File: src/rtl/serial_subtractor_if.sv
// Handshake and result bundle for the bit-serial subtractor.
// The master side issues operands; the slave side returns status and the result.
interface serial_subtractor_if #(
    parameter int WIDTH = 8
);
    logic             start;
    logic [WIDTH-1:0] a;
    logic [WIDTH-1:0] b;
    logic             bin;
    logic             busy;
    logic             done;
    logic [WIDTH-1:0] diff;
    logic             borrow;

    modport master (
        output start, a, b, bin,
        input  busy, done, diff, borrow
    );

    modport slave (
        input  start, a, b, bin,
        output busy, done, diff, borrow
    );
endinterface

File: src/rtl/serial_subtractor.sv
// Bit-serial subtractor: one full-subtractor step per cycle, LSB first.
// Result registers update only on the final RUN edge, so partial results never leak out.
module serial_subtractor #(
    parameter int WIDTH = 8
) (
    input  logic                 clk,
    input  logic                 reset,
    serial_subtractor_if.slave   bus
);
    localparam int CNT_W = $clog2(WIDTH + 1);
    localparam logic [CNT_W-1:0] LAST = CNT_W'(WIDTH - 1);

    typedef enum logic [1:0] {
        IDLE = 2'd0,
        RUN  = 2'd1,
        DONE = 2'd2
    } state_t;

    state_t           state;
    state_t           state_nxt;
    logic [WIDTH-1:0] a_sh;
    logic [WIDTH-1:0] b_sh;
    logic [WIDTH-1:0] d_sh;
    logic [WIDTH-1:0] diff_q;
    logic             br;
    logic             borrow_q;
    logic [CNT_W-1:0] cnt;
    logic             d_bit;
    logic             bo_bit;

    // Returns {borrow_out, difference} for one bit position.
    function automatic logic [1:0] full_sub(input logic x, input logic y, input logic bi);
        logic dd;
        logic bo;
        dd = x ^ y ^ bi;
        bo = (~x & y) | (~(x ^ y) & bi);
        return {bo, dd};
    endfunction

    assign {bo_bit, d_bit} = full_sub(a_sh[0], b_sh[0], br);

    always_ff @(posedge clk) begin
        if (reset) begin
            state <= IDLE;
        end else begin
            state <= state_nxt;
        end
    end

    always_comb begin
        state_nxt = state;
        case (state)
            IDLE:    if (bus.start) state_nxt = RUN;
            RUN:     if (cnt == LAST) state_nxt = DONE;
            DONE:    state_nxt = IDLE;
            default: state_nxt = IDLE;
        endcase
    end

    always_ff @(posedge clk) begin
        if (reset) begin
            a_sh     <= '0;
            b_sh     <= '0;
            d_sh     <= '0;
            br       <= 1'b0;
            cnt      <= '0;
            diff_q   <= '0;
            borrow_q <= 1'b0;
        end else begin
            case (state)
                IDLE: begin
                    if (bus.start) begin
                        a_sh <= bus.a;
                        b_sh <= bus.b;
                        br   <= bus.bin;
                        d_sh <= '0;
                        cnt  <= '0;
                    end
                end
                RUN: begin
                    d_sh <= {d_bit, d_sh[WIDTH-1:1]};
                    a_sh <= a_sh >> 1;
                    b_sh <= b_sh >> 1;
                    br   <= bo_bit;
                    cnt  <= cnt + CNT_W'(1);
                    // Final step: publish the fully assembled difference and borrow-out.
                    if (cnt == LAST) begin
                        diff_q   <= {d_bit, d_sh[WIDTH-1:1]};
                        borrow_q <= bo_bit;
                    end
                end
                default: ;
            endcase
        end
    end

    assign bus.busy   = (state == RUN);
    assign bus.done   = (state == DONE);
    assign bus.diff   = diff_q;
    assign bus.borrow = borrow_q;
endmodule

File: src/flat_wrapper.sv
// flat-port wrapper written by rule: the top's interface ports become plain ports
module serial_subtractor_flat 
#(
    parameter int WIDTH = 8
)
  (clk, reset, bus_start, bus_a, bus_b, bus_bin, bus_busy, bus_done, bus_diff, bus_borrow);
  serial_subtractor_if #(.WIDTH(WIDTH)) bus_i ();
  input  logic clk;
  input  logic reset;
  input wire logic [$bits(bus_i.start)-1:0] bus_start;
  input wire logic [$bits(bus_i.a)-1:0] bus_a;
  input wire logic [$bits(bus_i.b)-1:0] bus_b;
  input wire logic [$bits(bus_i.bin)-1:0] bus_bin;
  output wire logic [$bits(bus_i.busy)-1:0] bus_busy;
  output wire logic [$bits(bus_i.done)-1:0] bus_done;
  output wire logic [$bits(bus_i.diff)-1:0] bus_diff;
  output wire logic [$bits(bus_i.borrow)-1:0] bus_borrow;
  assign bus_i.start = bus_start;
  assign bus_i.a = bus_a;
  assign bus_i.b = bus_b;
  assign bus_i.bin = bus_bin;
  assign bus_busy = bus_i.busy;
  assign bus_done = bus_i.done;
  assign bus_diff = bus_i.diff;
  assign bus_borrow = bus_i.borrow;
  serial_subtractor #(.WIDTH(WIDTH)) u_core (.clk(clk), .reset(reset), .bus(bus_i));
endmodule
File: config.mk
export PLATFORM = sky130hd
export DESIGN_NAME = serial_subtractor_flat
export DESIGN_NICKNAME = d
export VERILOG_FILES = /design/src/rtl/serial_subtractor_if.sv /design/src/rtl/serial_subtractor.sv /design/src/flat_wrapper.sv
export SDC_FILE = /design/constraint.sdc
export NUM_CORES = 1
export LEC_CHECK = 0
export BUFFER_PORTS_ARGS = -buffer_cell sky130_fd_sc_hd__buf_4
export CORE_AREA = 2 2 60 62
export CTS_BUF_LIST = sky130_fd_sc_hd__clkbuf_8
export CTS_CLUSTER_SIZE = 25
export DETAILED_ROUTE_END_ITERATION = 8
export DIE_AREA = 0 0 62 64
export PLACE_DENSITY = 0.85
export RECOVER_POWER = 25
export SYNTH_ARGS = -nofsm -noshare
export SYNTH_HDL_FRONTEND = slang
export SYNTH_SLANG_ARGS = --single-unit
export TNS_END_PERCENT = 1
File: constraint.sdc
create_clock -name clk -period 1.54 [get_ports clk]
set_input_delay 0.154 -clock clk [delete_from_list [all_inputs] [get_ports clk]]
set_output_delay 0.154 -clock clk [all_outputs]
set_load 0.1 [all_outputs]
==> flow_summary.json, run 1 <==
{
  "hold_end": "u_core.b_sh[7]",
  "core_mm2": 0.00328,
  "yosysWarnings": 0,
  "cts_tree": "built",
  "rrSetupSlack_ns": 0.21,
  "cp.required_ns": 1.39,
  "dpl.hpwl_um": 2740,
  "fin_skew_ns": 0.00402,
  "synth_xor_area_frac": 0,
  "route.detailed.vias_per_inst": 5.68,
  "layout_min_cycle_time_ns": 1.47,
  "cts_root_buffer": "clkbuf_8",
  "post-cts-setup-buffers": 0,
  "ys_async_sr_fraction": 0,
  "ant_nets": 0,
  "vias": 1669,
  "wl_met2_um": 2000,
  "hold_path.class": "input pin to flip-flop",
  "cts_buffers": 5,
  "antenna_found_initial": 0,
  "p_per_area_mw_per_mm2": 943,
  "cts_buffer_depth": 2,
  "initial_core_util": 0.557,
  "met1_length_um": 1830,
  "clk_latency_ns": 0.29,
  "netlist_area_mm2": 0.00183,
  "yosys.area_share.adder": 0.0178,
  "cp.arrival_ns": 1.31,
  "startpoint_type": "flip-flop",
  "cts_sinks": 39,
  "grt_usage": 0.233,
  "yosysMostFrequentCell": "a21oi_1",
  "first_iter_violations": 106,
  "min-delay-start": "bus_b[7]",
  "grt_max_degree": 41,
  "setup_tns_ns": 0,
  "synth_flop_cell": "dfxtp_1",
  "worst_slew_pin_slew_ns": 0.524,
  "area_growth_pct": 19.2,
  "portBuffers": 30,
  "ir_worst_vdd_v": 0.000655,
  "synth-seq-cells": 39,
  "dr.pass1.iters": 4,
  "die_area_mm2": 0.00397,
  "critical_path_class": "flip-flop to primary output",
  "rr_worst_depth": 4,
  "hold_violations": 0,
  "synthCells": 223,
  "synth.area.mux_share": 0.00547,
  "max_slew_margin": 0.650,
  "drive_above_1_share": 0.258,
  "wl_met3_um": 181,
  "max_freq_mhz": 681,
  "wl_um": 4070,
  "die_x_um": 62,
  "cp-end-kind": "primary output",
  "synth-compound-area-share": 0.303,
  "drc": 0,
  "period_share": 0.953,
  "synth_top_area_cell": "dfxtp_1",
  "ios": 31,
  "wl_per_cell_um": 13.8,
  "holdPathStages": 3,
  "leakagePower_nw": 0.884,
  "yosysUniqueCellTypes": 30,
  "netlist_top_cells_area": "dfxtp_1 43%, a21oi_1 11%, o221a_2 8.6%, nor2_1 7.8%, inv_1 3.5%",
  "grt_pass1_wl_um": 6900,
  "path_clk_slew_ns": 0.07,
  "synth.top_cells.by_count": "42 x a21oi_1, 39 x dfxtp_1, 38 x nor2_1, 17 x inv_1, 14 x o221a_2",
  "overflow": 0,
  "synth-simple-area-share": 0.150,
  "slew_viol_final": 0,
  "top_layer": "met4",
  "yosysSeqAreaShare": 0.427,
  "htreeDepth": 2,
  "grt_pass1_vias": 1571,
  "die_h_um": 64,
  "status": "complete, no violations",
  "synth_top_family_by_area": "compound AO/OA/AOI/OAI gates",
  "n_antenna_cell": 0,
  "synth.avg_cell_area_um2": 8.20,
  "finalPower_mw": 2.06,
  "maxCapViolCount": 0,
  "fin_nets": 270,
  "rows": 21,
  "r2r-start": "u_core.b_sh[0]",
  "synth_top_area_frac": 0.427,
  "synthesis.nets": 245,
  "setup_viol": 0,
  "synth_edf_count": 0,
  "r2r_end": "u_core.br",
  "path_max_fanout": 23,
  "postCtsHoldBufs": 0,
  "gp_congestion": 0.830
}
==> registers in the layout, indices dropped and copies added (netlist names) <==
name               count
u_core.a_sh            8
u_core.b_sh            8
u_core.bus.diff        8
u_core.d_sh            7
u_core.cnt             4
u_core.state           2
u_core.br              1
u_core.bus.borrow      1
==> what timing repair did <==
action | 4_1_cts | 5_1_grt
resized for setup | 3 | 2
endpoints found under the hold margin | 0 | 0
endpoints found under the setup margin | 2 | 2
==> worst max path at each step <==
stage                          startpoint  endpoint  slack [ns]
after floorplan           u_core.state[1]  bus_done        0.13
after global placement    u_core.state[0]  bus_busy        0.21
after detailed placement  u_core.state[0]  bus_busy        0.19
after CTS                 u_core.state[1]  bus_done        0.04
after global routing      u_core.state[0]  bus_busy      -0.004
final                     u_core.state[0]  bus_busy        0.07
==> per-stage QoR <==
step / instances / util / setup WS, ns / hold slack, ns / area, um^2
2_1_floorplan: 223 / - / 0.128 / 0.338 / 1840
3_3_place_gp: 287 / 0.632 / 0.209 / 0.430 / 2080
3_5_place_dp: 287 / 0.632 / 0.190 / 0.441 / 2080
4_1_cts: 294 / 0.662 / 0.0358 / 0.128 / 2170
5_1_grt: 294 / 0.664 / -0.00422 / 0.146 / 2180
6_report: 294 / 0.664 / 0.0725 / 0.142 / 2180
==> cells by family (layout without fill, tap and decap cells) <==
logic type | count (synthesis) | in the layout
AO/OA/AOI/OAI | 81 | 81
AND/OR/NAND/NOR | 61 | 61
flip-flops | 39 | 39
buffers and inverters | 39 | 64
adder cells (fa/ha/maj) | 2 | 2
multiplexers | 1 | 1
==> metal layers <==
layer  vias up  GRT usage
met3         4     0.0628
met5         -          0
met4         0      0.104
met2        45      0.368
met1       788      0.287
li1        832          -
==> cells in the final DEF (no fill, tap or decap), types with 2 or more instances in the layout <==
cell      count
a211oi_1      2
a21oi_1      42
a22oi_1       8
buf_4        36
buf_6         3
clkbuf_8      6
dfxtp_1      39
inv_1        17
nand2_1       4
nand3_1      10
nor2_1       38
nor2b_1       3
o221a_2      14
o22ai_1       2
o31ai_1       8
==> layout make-up <==
cell class / instances / area, um^2
well taps: 46 / 57.6
flip-flops and latches: 39 / 781
inverters: 18 / 72.6
fillers: 288 / 1100
clock inverters: 1 / 5.00
multi-input cells: 145 / 878
clock buffers: 6 / 82.6
repair buffers: 39 / 304
==> critical path, stage by stage (launching register included) <==
cell      delay, ns
dfxtp_1        0.43
nand2b_4       0.17
inv_6          0.18
buf_6          0.25
==> power by group <==
part / total, mW / internal (mW) / switching, mW / leakage, nW
Combinational: 0.288 / 0.131 / 0.157 / 0.518
Sequential: 1.09 / 1.05 / 0.0385 / 0.319
Clock: 0.675 / 0.351 / 0.324 / 0.0470
Total: 2.06 / 1.54 / 0.520 / 0.884
Note: power is estimated with default switching activity, not from simulation.
==> inputs of run 2 (changes only) <==
Settings changed: ABC_AREA set to 1, CORE_AREA 2 2 60 62 to 2 2 58 60, DIE_AREA 0 0 62 64 to 0 0 60 62.
==> flow_summary.json, run 2 <==
{
  "status": "complete, no violations",
  "min-delay-start": "bus_a[7]",
  "slew_viol_final": 0,
  "area_growth_pct": 22.7,
  "htreeDepth": 2,
  "fill_cells": 289,
  "ant_nets": 0,
  "grt_max_degree": 28,
  "hold_path.class": "input pin to flip-flop",
  "holdPathStages": 3,
  "yosysWarnings": 0,
  "dr.pass1.iters": 4,
  "drive_above_1_share": 0.188,
  "grt_pass1_wl_um": 6010,
  "p_per_area_mw_per_mm2": 1050,
  "die_x_um": 60,
  "cp.arrival_ns": 1.22,
  "finalPower_mw": 2.20,
  "period_share": 0.895,
  "route.detailed.vias_per_inst": 5.07,
  "netlist_area_mm2": 0.00171,
  "netlist_top_cells_area": "dfxtp_1 46%, nand3_1 15%, nand2_1 13%, a21oi_1 6.2%, nor2_1 5.7%",
  "maxCapViolCount": 0,
  "yosysMostFrequentCell": "nand2_1",
  "rrSetupSlack_ns": 0.18,
  "synth-seq-cells": 39,
  "final_cell_mix": "62 x nand2_1, 51 x nand3_1, 39 x dfxtp_1",
  "core_mm2": 0.00318,
  "r2r-start": "u_core.cnt[0]",
  "overflow": 0,
  "portBuffers": 30,
  "rr_worst_depth": 7,
  "cts_buffers": 5,
  "path_clk_slew_ns": 0.08,
  "setup_viol": 0,
  "first_iter_violations": 71,
  "postCtsHoldBufs": 0,
  "hold_end": "u_core.a_sh[7]",
  "die_h_um": 62,
  "synth.avg_cell_area_um2": 7.03,
  "cts_root_buffer": "clkbuf_8",
  "critical_path_class": "flip-flop to primary output",
  "final_util": 0.659,
  "fin_nets": 297,
  "n_antenna_cell": 0,
  "dpl.hpwl_um": 2550,
  "synth_edf_count": 0,
  "clk_latency_ns": 0.29,
  "layout_min_cycle_time_ns": 1.38,
  "drc": 0,
  "fin_skew_ns": 0.00493,
  "synth_top_area_cell": "dfxtp_1",
  "synth_flop_cell": "dfxtp_1",
  "ios": 31,
  "die_area_mm2": 0.00372,
  "antenna_found_initial": 0,
  "r2r_end": "u_core.bus.borrow",
  "synth.top_cells.by_count": "61 x nand2_1, 51 x nand3_1, 39 x dfxtp_1, 26 x nor2_1, 22 x inv_1",
  "gp_congestion": 0.820,
  "wl_um": 3860,
  "yosysSeqAreaShare": 0.457,
  "max_freq_mhz": 725,
  "wl_per_cell_um": 12.0,
  "startpoint_type": "flip-flop",
  "rows": 21,
  "setup_tns_ns": 0,
  "grt_usage": 0.220,
  "yosysUniqueCellTypes": 16,
  "cp.required_ns": 1.39,
  "ys_async_sr_fraction": 0,
  "worst_slew_pin_slew_ns": 0.545,
  "path_max_fanout": 3,
  "seqCellArea_um2": 781,
  "initial_core_util": 0.537,
  "cp-end-kind": "primary output",
  "grt_pass1_vias": 1401,
  "max_slew_margin": 0.638,
  "synth_top_area_frac": 0.457,
  "synthCells": 243,
  "cts_sinks": 39,
  "cts_tree": "built",
  "hold_violations": 0,
  "vias": 1633,
  "leakagePower_nw": 0.957,
  "ir_worst_vdd_v": 0.000758,
  "rsz0062_at_grt": "no",
  "cts_buffer_depth": 2,
  "multi_input_area_um2": 771,
  "synthesis.nets": 265,
  "final_common_cell": "nand2_1"
}
-- run 2: cell types whose count changed after synthesis, moves of 3 or more --
cell,previous run,this run
a21oi_1,42,21
a22oi_1,8,0
buf_2,4,8
buf_6,3,0
clkbuf_1,13,2
inv_1,17,22
nand2_1,4,61
nand3_1,10,51
nor2_1,38,26
nor2b_1,4,0
o221a_2,14,0
o31ai_1,8,0
-- run 2: report_power, final --
part | total, mW | internal (mW) | switching, mW
Combinational | 0.255 | 0.105 | 0.150
Clock | 0.882 | 0.524 | 0.358
Sequential | 1.06 | 1.04 | 0.0201
Total | 2.20 | 1.67 | 0.528
-- run 2: repair_timing --
| item | 4_1_cts | 5_1_grt |
|---|---|---|
| endpoints found under the setup margin | 1 | 1 |
| setup buffers | 0 | 2 |
| gates resized for setup | 1 | 0 |
| pin swaps | 0 | 1 |
-- run 2: how the worst max path moves through the flow --
stage,from,endpoint,slack [ns],cells after the start
finish,u_core.state[1],bus_done,0.16,3
global route,u_core.cnt[0],u_core.bus.diff[0],0.05,6
CTS,u_core.state[0],bus_busy,0.03,3
detailed placement,u_core.cnt[0],u_core.bus.borrow,0.22,7
global placement,u_core.cnt[0],u_core.bus.diff[0],0.26,6
floorplan,u_core.state[0],u_core.cnt[1],0.11,5
-- run 2: stage by stage --
stage | instances | hold WS, ns | worst slack (ns) | cell area [um^2]
3_5_place_dp | 312 | 0.414 | 0.218 | 1980
3_3_place_gp | 312 | 0.412 | 0.261 | 1980
6_report | 322 | 0.112 | 0.161 | 2100
4_1_cts | 320 | 0.105 | 0.0301 | 2110
5_1_grt | 322 | 0.121 | 0.0541 | 2100
2_1_floorplan | 243 | 0.297 | 0.109 | 1710
-- run 2: kinds of logic after synthesis --
logic type | count (synthesis) | synth area share
AOI/OAI and AO/OA | 23 | 0.0674
DFF | 39 | 0.457
and+or+nand+nor | 143 | 0.365
adders and majority gates | 2 | 0.0190
buffers and inverters | 36 | 0.0916
-- run 2: worst max-delay path, stage by stage (launching register included) --
cell and delay [ns]:
dfxtp_1 0.42, inv_1 0.11, nor2_2 0.11, buf_4 0.30
-- run 2: layout make-up --
cell class / count / share of cell area
clock buffer: 6 / 0.0394
clock inverter: 2 / 0.0167
inverter: 22 / 0.0394
multi-input combinational: 168 / 0.368
sequential: 39 / 0.373
tap: 46 / 0.0275
timing repair buffer: 39 / 0.137
-- run 2: metal layers --
layer | routed length (um) | share of wire | track usage | up-vias
met5 | 0 | 0 | 0 | -
met4 | 72 | 0.019 | 0.0984 | 0
met3 | 246 | 0.064 | 0.0621 | 8
met2 | 1930 | 0.50 | 0.371 | 64
met1 | 1610 | 0.42 | 0.263 | 724
li1 | - | - | - | 837
==> inputs of run 3 (changes only) <==
Settings changed: BUFFER_PORTS_ARGS -buffer_cell sky130_fd_sc_hd__buf_4 to not set, CORE_AREA 2 2 58 60 to 2 2 57 59, DIE_AREA 0 0 60 62 to 0 0 59 61, DONT_BUFFER_PORTS set to 1, PLACE_DENSITY 0.85 to 0.79.
==> flow_summary.json, run 3 (synthesis results as in run 2) <==
{
  "cts_tree": "built",
  "path_clk_slew_ns": 0.07,
  "max_freq_mhz": 715,
  "max_slew_margin": 0.351,
  "core_mm2": 0.00295,
  "setup_tns_ns": 0,
  "fin_skew_ns": 0.00509,
  "cts_buffer_depth": 2,
  "placed_cell_area_mm2": 0.00182,
  "dpl.hpwl_um": 2370,
  "status": "complete, no violations",
  "die_area_mm2": 0.00360,
  "final_cell_mix": "62 x nand2_1, 51 x nand3_1, 39 x dfxtp_1",
  "area_growth_pct": 12.6,
  "grt_usage": 0.228,
  "overflow": 0,
  "setup_slack_ns": 0.142,
  "cts_sinks": 39,
  "die_h_um": 61,
  "postLayoutCellArea_mm2": 0.00192,
  "gp_congestion": 0.781,
  "path_max_fanout": 10,
  "drc": 0,
  "ios": 31,
  "clk_latency_ns": 0.29,
  "cts_buffers": 5,
  "ant_nets": 0,
  "grt_max_degree": 27,
  "cp.arrival_ns": 1.53,
  "vias": 1564,
  "grt_pass1_vias": 1375,
  "worst_slew_pin_slew_ns": 0.970,
  "drive_above_1_share": 0.123,
  "fin_nets": 282,
  "wl_per_cell_um": 12.1,
  "cp.required_ns": 1.67,
  "fill_cells": 277,
  "portBuffers": 0,
  "htreeDepth": 2,
  "final_common_cell": "nand2_1",
  "hold_ws_ns": 0.104,
  "layout_min_cycle_time_ns": 1.40,
  "place_ws_ns": 0.197,
  "rsz0062_at_grt": "no",
  "leakagePower_nw": 0.868,
  "grt_pass1_wl_um": 5940,
  "critical_path_class": "flip-flop to flip-flop",
  "maxCapViolCount": 0,
  "period_share": 0.908,
  "p_per_area_mw_per_mm2": 996,
  "first_iter_violations": 56,
  "cts_root_buffer": "clkbuf_8",
  "initial_core_util": 0.578,
  "startpoint_type": "flip-flop",
  "die_x_um": 59,
  "n_antenna_cell": 0,
  "slew_viol_final": 0,
  "hold_path.class": "input pin to flip-flop",
  "antenna_found_initial": 0,
  "wl_um": 3570,
  "rows": 20,
  "dr.pass1.iters": 4,
  "setup_viol": 0,
  "route.detailed.vias_per_inst": 5.32,
  "cp-end-kind": "flip-flop",
  "hold_violations": 0,
  "ir_worst_vdd_v": 0.000726
}
## run 3: changes by cell type in the layout (fill, tap and decap cells not counted)
cell           change
buf_4             -18
dlygate4sd3_1      +3
inv_1              +2
buf_12             -1
bufinv_16          -1
clkbuf_2           +1
clkbuf_8           -1
## run 3: cell type report
class                      instances  area, um^2  share of cell area
clock buffer                       5        68.8              0.0358
clock inverter                     3        12.5             0.00651
inverter                          22        82.6              0.0429
multi-input combinational        168         771               0.401
sequential                        39         781               0.406
tap                               33        41.3              0.0215
timing repair buffer              24         166              0.0865
## run 3: final timing paths
check / from / end / slack (ns) / cells past startpoint
setup / recovery: u_core.cnt[0] / u_core.bus.diff[1] / 0.14 / 6
hold reg to reg: u_core.bus.diff[2] / u_core.bus.diff[2] / 0.46 / 2
setup reg to reg: u_core.cnt[0] / u_core.bus.diff[1] / 0.14 / 6
hold / removal: bus_a[1] / u_core.a_sh[1] / 0.10 / 4
## run 3: what timing repair did
action / in CTS / in global routing
endpoints found under the setup margin: 1 / 0
gates resized for setup: 1 / 0
setup buffers: 2 / 0
endpoints found under the hold margin: 26 / 0
hold buffers: 3 / 0
## run 3: per-layer routing
layer	up-vias	wire length, um	global-route usage
met5	-	0	0
met4	0	59	0.101
met3	5	258	0.0704
met2	54	1670	0.379
met1	694	1590	0.273
li1	811	-	-
## run 3: power by group
| group | internal, mW | switching [mW] | leakage [nW] | total, mW |
|---|---|---|---|---|
| sequential | 1.04 | 0.0198 | 0.317 | 1.06 |
| combinational | 0.0774 | 0.135 | 0.500 | 0.212 |
| clock | 0.304 | 0.336 | 0.0505 | 0.640 |
| total | 1.42 | 0.491 | 0.868 | 1.91 |
## run 3: per-stage QoR
stage | util | power [mW] | std cells
floorplan | - | 1.25 | 243
global placement | 0.617 | 1.27 | 281
detailed placement | 0.617 | 1.27 | 281
CTS | 0.661 | 1.92 | 294
global route | 0.651 | 2.00 | 294
finish | 0.651 | 1.91 | 294
## run 3: critical path, stage by stage (launching register included)
cell and delay [ns]:
dfxtp_1 0.37, ha_1 0.18, nand2_1 0.10, nor2_4 0.22
nand2_2 0.20, nand2_1 0.11, a21oi_1 0.06
